File: src/rtl/mips_mc_ctrl.sv
// Multi-cycle MIPS control FSM: sequences fetch/decode/execute/memory/writeback.
// Optional MIPS_CTRL_PERF_CNT_EN adds instr_retired and stall_cycles counters.
module mips_mc_ctrl (
    input  logic        clk,
    input  logic        rst_n,
    input  logic        run,
    input  logic [5:0]  opcode,
    input  logic        zero,
    input  logic        mem_ready,
    output logic        pc_write,
    output logic        pc_write_cond,
    output logic        ir_write,
    output logic        i_or_d,
    output logic        mem_read,
    output logic        mem_write,
    output logic        reg_write,
    output logic        reg_dst,
    output logic        mem_to_reg,
    output logic        alu_src_a,
    output logic [1:0]  alu_src_b,
    output logic [1:0]  aluop,
    output logic [1:0]  pc_source,
`ifdef MIPS_CTRL_PERF_CNT_EN
    output logic [31:0] instr_retired,
    output logic [31:0] stall_cycles,
`endif
    output logic        illegal_op
);

    localparam logic [5:0] OP_RTYPE = 6'b000000;
    localparam logic [5:0] OP_LW    = 6'b100011;
    localparam logic [5:0] OP_SW    = 6'b101011;
    localparam logic [5:0] OP_BEQ   = 6'b000100;
    localparam logic [5:0] OP_ADDI  = 6'b001000;
    localparam logic [5:0] OP_J     = 6'b000010;

    typedef enum logic [3:0] {
        S_IDLE      = 4'd0,
        S_FETCH     = 4'd1,
        S_DECODE    = 4'd2,
        S_MEM_ADDR  = 4'd3,
        S_MEM_RD    = 4'd4,
        S_MEM_WB    = 4'd5,
        S_MEM_WR    = 4'd6,
        S_R_EXEC    = 4'd7,
        S_R_WB      = 4'd8,
        S_BEQ       = 4'd9,
        S_ADDI_EXEC = 4'd10,
        S_ADDI_WB   = 4'd11,
        S_JUMP      = 4'd12
    } state_t;

    state_t state;
    state_t state_next;

    // The branch decision is made in the datapath from pc_write_cond and zero.
    logic unused_zero;
    assign unused_zero = zero;

    always_ff @(posedge clk or negedge rst_n) begin
        if (!rst_n) begin
            state <= S_IDLE;
        end else begin
            state <= state_next;
        end
    end

    always_comb begin
        state_next    = state;
        pc_write      = 1'b0;
        pc_write_cond = 1'b0;
        ir_write      = 1'b0;
        i_or_d        = 1'b0;
        mem_read      = 1'b0;
        mem_write     = 1'b0;
        reg_write     = 1'b0;
        reg_dst       = 1'b0;
        mem_to_reg    = 1'b0;
        alu_src_a     = 1'b0;
        alu_src_b     = 2'b00;
        aluop         = 2'b00;
        pc_source     = 2'b00;
        illegal_op    = 1'b0;

        unique case (state)
            S_IDLE: begin
                if (run) state_next = S_FETCH;
            end
            S_FETCH: begin
                mem_read  = 1'b1;
                alu_src_b = 2'b01;
                aluop     = 2'b01;
                ir_write  = mem_ready;
                pc_write  = mem_ready;
                if (mem_ready) state_next = S_DECODE;
            end
            S_DECODE: begin
                alu_src_b = 2'b11;
                aluop     = 2'b01;
                case (opcode)
                    OP_LW, OP_SW: state_next = S_MEM_ADDR;
                    OP_RTYPE:     state_next = S_R_EXEC;
                    OP_BEQ:       state_next = S_BEQ;
                    OP_ADDI:      state_next = S_ADDI_EXEC;
                    OP_J:         state_next = S_JUMP;
                    default: begin
                        illegal_op = 1'b1;
                        state_next = S_FETCH;
                    end
                endcase
            end
            S_MEM_ADDR: begin
                alu_src_a  = 1'b1;
                alu_src_b  = 2'b10;
                aluop      = 2'b01;
                // Opcode is held by the IR; anything other than lw/sw cannot reach here.
                if (opcode == OP_LW)      state_next = S_MEM_RD;
                else if (opcode == OP_SW) state_next = S_MEM_WR;
                else                      state_next = S_FETCH;
            end
            S_MEM_RD: begin
                mem_read = 1'b1;
                i_or_d   = 1'b1;
                if (mem_ready) state_next = S_MEM_WB;
            end
            S_MEM_WB: begin
                reg_write  = 1'b1;
                mem_to_reg = 1'b1;
                state_next = S_FETCH;
            end
            S_MEM_WR: begin
                mem_write = 1'b1;
                i_or_d    = 1'b1;
                if (mem_ready) state_next = S_FETCH;
            end
            S_R_EXEC: begin
                alu_src_a  = 1'b1;
                aluop      = 2'b00;
                state_next = S_R_WB;
            end
            S_R_WB: begin
                reg_write  = 1'b1;
                reg_dst    = 1'b1;
                state_next = S_FETCH;
            end
            S_BEQ: begin
                alu_src_a     = 1'b1;
                aluop         = 2'b10;
                pc_write_cond = 1'b1;
                pc_source     = 2'b01;
                state_next    = S_FETCH;
            end
            S_ADDI_EXEC: begin
                alu_src_a  = 1'b1;
                alu_src_b  = 2'b10;
                aluop      = 2'b11;
                state_next = S_ADDI_WB;
            end
            S_ADDI_WB: begin
                reg_write  = 1'b1;
                state_next = S_FETCH;
            end
            S_JUMP: begin
                pc_write   = 1'b1;
                pc_source  = 2'b10;
                state_next = S_FETCH;
            end
            default: begin
                state_next = S_IDLE;
            end
        endcase
    end

`ifdef MIPS_CTRL_PERF_CNT_EN
    logic retire_evt;
    logic stall_evt;

    // A FETCH->FETCH hold is a stall, not a retirement; the IDLE->FETCH start is neither.
    assign retire_evt = (state_next == S_FETCH) && (state != S_FETCH) && (state != S_IDLE);
    assign stall_evt  = !mem_ready &&
                        ((state == S_FETCH) || (state == S_MEM_RD) || (state == S_MEM_WR));

    always_ff @(posedge clk or negedge rst_n) begin
        if (!rst_n) begin
            instr_retired <= 32'd0;
            stall_cycles  <= 32'd0;
        end else begin
            if (retire_evt) instr_retired <= instr_retired + 32'd1;
            if (stall_evt)  stall_cycles  <= stall_cycles + 32'd1;
        end
    end
`endif

endmodule

File: config.mk
export PLATFORM = sky130hd
export DESIGN_NAME = mips_mc_ctrl
export DESIGN_NICKNAME = d
export VERILOG_FILES = /design/src/rtl/mips_mc_ctrl.sv
export SDC_FILE = /design/constraint.sdc
export NUM_CORES = 1
export LEC_CHECK = 0
export ABC_AREA = 1
export CAP_MARGIN = 20
export CORE_MARGIN = 3
export CORE_UTILIZATION = 40
export CTS_CLUSTER_DIAMETER = 50
export DETAILED_ROUTE_END_ITERATION = 16
export HOLD_SLACK_MARGIN = 0.05
export PLACE_DENSITY = 0.79
export SYNTH_ARGS = -nofsm -noshare
export SYNTH_HDL_FRONTEND = slang
export SYNTH_SLANG_ARGS = --single-unit
File: constraint.sdc
create_clock -name clk -period 2.8 [get_ports clk]
set_input_delay 0.42 -clock clk [delete_from_list [all_inputs] [get_ports clk]]
set_output_delay 0.42 -clock clk [all_outputs]
set_load 0.005 [all_outputs]
After elaboration in Yosys (flattened, before gate mapping)
Cells that the tools add are included.
{ "word_totals": {"register_bits": 4, "latch_bits": 0, "ram_bits": 0, "mem_bits_ro": 0, "input_bits": 11, "output_inout_bits": 17, "wordCells": 57, "mem_count": 0} }
{ "op_classes": {"n_addsub": 0, "n_mul": 0, "n_div": 0, "n_lt_le_gt_ge": 0, "eq_ne": 21, "n_shift": 0, "n_mux": 23, "bitwise": 0, "reduce_logical": 12} }
{ "ops": {"columns": ["op", "n"], "rows": [
  ["4-bit one-hot mux with 9 select lines", 1],
  ["4-bit == test (second input constant)", 5],
  ["4-bit one-hot mux with 5 select lines", 1],
  ["4-bit by 3-bit == test with 1-bit output (second input constant)", 4],
  ["4-bit 2-to-1 mux", 4],
  ["6-bit == test (second input constant)", 2],
  ["2-bit one-hot mux with 3 select lines", 2],
  ["1-bit 2-to-1 mux", 11],
  ["4-bit by 2-bit == test with 1-bit output (second input constant)", 2],
  ["2-bit != test (second input constant)", 4],
  ["2-bit OR reduction", 4],
  ["6-bit by 2-bit == test with 1-bit output (second input constant)", 1],
  ["6-bit by 3-bit == test with 1-bit output (second input constant)", 1],
  ["6-bit by 4-bit == test with 1-bit output (second input constant)", 1],
  ["6-bit logical NOT", 1],
  ["3-bit 2-to-1 mux", 2],
  ["3-bit OR reduction", 2],
  ["6-bit OR reduction", 1],
  ["5-bit OR reduction", 1],
  ["4-bit by 1-bit == test with 1-bit output (second input constant)", 1],
  ["4-bit logical NOT", 1],
  ["2-bit one-hot mux with 2 select lines", 1],
  ["4-bit AND reduction", 1],
  ["4-bit OR reduction", 1],
  ["1-bit one-hot mux with 2 select lines", 1]
]} }

Depth between registers and ports, before layout
{ "logic_depth": {"ltp_word": 4, "depth_mapped": 8} }

Worst setup path after synthesis
No wires, ideal clock.
{ "synth_path": {"path_type": "register -> output", "from": "register state[3]", "to": "output port pc_write", "t_arrival_ns": 0.994, "required_ns": 2.380, "slack_ns": 1.386, "path_stages_with_launch": 5, "cell_sequence": "dfrtp_1 > nor2_2 > nand3_1 > nor2_1 > or2_1"} }
{ "synth_via": {"elab_chain_cells": 2, "elab_cells_between_ends": 3, "cone_classes": "eq/ne (2); mux (1)"} }
{ "synth_lines": {"columns": ["item", "line", "source"], "rows": [
  ["start, declared", "53", "state_t state;"],
  ["start signal, assigned", "64", "state <= state_next;"],
  ["4-bit == test or 4-bit by 1-bit == test with 1-bit output (tied branches)", "85", "unique case (state)"],
  ["1-bit one-hot mux with 2 select lines (*)", "85", null],
  ["end, declared", "10", "output logic pc_write,"]
]} }
Every way passes the cells marked *; elsewhere a longest branch is shown, timed or not.

Worst setup path after layout
{ "layout_path": {"from": "input port opcode[2]", "to": "output port illegal_op"} }
{ "layout_via": {"elab_chain_cells": 4, "elab_cells_between_ends": 9, "cone_classes": "eq/ne (5); mux (2); reduce/logical (2)"} }
{ "layout_lines": {"columns": ["item", "line", "source"], "rows": [
  ["start, declared", "7", "input logic [5:0] opcode,"],
  ["6-bit == test (tied with other cells)", "100", "case (opcode)"],
  ["6-bit OR reduction (no line) (*)", null, null],
  ["1-bit 2-to-1 mux (*)", "100", null],
  ["1-bit 2-to-1 mux (*)", "85", null],
  ["end, declared", "27", "output logic illegal_op"]
]} }
Marked as above.

==> flow_summary.json <==
{
  "final_common_cell": "nand2_1",
  "gp_routability_congestion": 0.810,
  "rows": 12,
  "cellPowerDensity_nw_per_um2": 645,
  "r2r_end": "state[2]",
  "viasPerCell": 5.04,
  "slew_headroom_pct": 81.1,
  "r2r_start": "state[3]",
  "mostFrequentLayoutCells": "29 x nand2_1, 26 x clkdlybuf4s50_1, 20 x nor2_1, 12 x nand3_1, 9 x inv_1",
  "postRouteWirelength_mm": 1.42,
  "fmax_mhz": 428,
  "yosysSeqAreaShare_pct": 19.0,
  "num_vias": 721,
  "hold_viol_final": 0,
  "setup_violations": 0,
  "cts_root_buffer": "clkbuf_4",
  "cts_buffer_depth": 2,
  "largest_reg_flops": 4,
  "grt_pass1_vias": 613,
  "top_register": "state",
  "die_y_um": 42.3,
  "cts_buffers": 3,
  "dieArea_um2": 1790,
  "insertion_delay_ps": 240,
  "hold_ws_ps": 379,
  "grt_max_degree": 8,
  "syn_area_um2": 527,
  "utilization_pct": 70.0,
  "irDropWorstVdd_mv": 0.468,
  "diodes": 0,
  "critPathLaunchType": "input port",
  "path_max_fanout": 5,
  "cts_htree_levels": 1,
  "critPathKind": "input port to output pin",
  "yosys_warnings": 0,
  "gr-total-overflow": 0,
  "ff2ff_setup_slack_ps": 1550,
  "cts_setup_buffers": 0,
  "die_w_um": 42.3,
  "cts_resized": 0,
  "io_pins": 28,
  "rsz0062_at_grt": "no",
  "p_switching_uw": 229,
  "cts_tree": "yes",
  "area_growth_pct": 55.6,
  "grt_first_pass_wirelength_mm": 2.41,
  "initial_core_util_pct": 45.0,
  "final-max-slew-violation-count": 0,
  "drc": 0,
  "clock_power_share_pct": 13.6,
  "avgSynthCellArea_um2": 5.22,
  "finalSetupTns_ps": 0,
  "p_comb_share_pct": 67.7,
  "core-area_um2": 1170,
  "p_leak_nw": 0.410,
  "internal_power_uw": 299,
  "worst_pin_slew_ps": 282,
  "ys_ff_latch": 4,
  "hold_buffers": 0,
  "run_status": "complete, no violations",
  "nFillCells": 117,
  "p_sw_share_pct": 43.3,
  "antenna_found_initial": 0,
  "top_regs": "state: 4 flops",
  "worstPathArrival_ps": 1920,
  "clk_pin_slew_worst_paths_ps": 40,
  "ant_nets": 0,
  "cts_sinks": 4,
  "netlist-cell-type-count": 14,
  "post-route-period-util_pct": 83.5,
  "synth_cells": 101,
  "drive_above_1_share_pct": 13.2,
  "track_usage_pct": 17.8,
  "port_buffers": 26,
  "fin_nets": 142,
  "routedWlPerCell_um": 9.91,
  "required_ps": 2380,
  "period_minus_slack_ps": 2340,
  "hp-class": "input port to async pin",
  "maxCapViolCount": 0,
  "synth_nets": 112,
  "finClkSkew_ps": 4.00,
  "drt_iter0_drc": 10,
  "dpl.hpwl_mm": 1.20,
  "p_seq_share_pct": 18.7,
  "end_kind": "output pin",
  "r2r_cells": 6,
  "firstDrtPassIters": 4
}
## cell families after synthesis
| family | share of synthesized area (%) |
|---|---|
| AND/OR/NAND/NOR | 61.0 |
| buffers and inverters | 10.7 |
| AO/OA/AOI/OAI | 9.26 |
| flip-flops | 19.0 |
## worst max-delay path by stage
stage / from / end / slack, ps / depth (start not counted)
2_1_floorplan: state[3] / pc_write / 1390 / 4
3_3_place_gp: opcode[2] / illegal_op / 490 / 6
3_5_place_dp: opcode[2] / illegal_op / 490 / 6
4_1_cts: opcode[2] / illegal_op / 480 / 6
5_1_grt: opcode[2] / illegal_op / 330 / 6
6_report: opcode[2] / illegal_op / 460 / 6
## through the flow
stage	total power [mW]	setup slack (ps)	cell area, um^2	instances
after floorplan	0.290	1390	527	101
after global placement	0.456	486	797	140
after detailed placement	0.457	488	797	140
after CTS	0.533	475	820	143
after global routing	0.582	329	820	143
final	0.528	462	820	143
## cell usage after synthesis, drive strengths merged
cell type  number  share of area (%)
or2             1                1.2
buf             1                1.4
dfrtp           4                 19
nand3          12                 11
inv            13                9.3
nand2          33                 25
nor3            3                2.8
o21ai           5                4.7
nor2           25                 20
a21oi           4                4.5
## critical path, cell delays in order
cell	delay [ps]
clkdlybuf4s50_1	560
nor2_1	90
nand3_1	90
nand2_1	70
nor3_1	170
clkdlybuf4s50_1	530
## cell type report
type	count	area, um^2	share of cell area, %
multi-input cells	83	370	45.2
repair buffers	26	260	31.8
flip-flops and latches	4	100	12.2
inverters	13	48.8	5.95
clock buffers	3	22.5	2.75
well taps	14	17.5	2.14
## power by group through the flow
stage               Sequential, mW  Combinational, mW  Clock (mW)
CTS                         0.0983              0.360      0.0748
floorplan                   0.0935              0.197           0
global route                 0.101              0.402      0.0784
finish                      0.0989              0.358      0.0716
global placement            0.0996              0.356           0
detailed placement          0.0990              0.358           0
## routing by layer
layer	wire, um	GRT usage [%]	vias to the layer above
li1	-	-	374
met1	640	21.7	313
met2	639	28.0	30
met3	92	3.86	4
met4	44	11.2	0
met5	0	0	-
(Power assumes the default switching activity.)
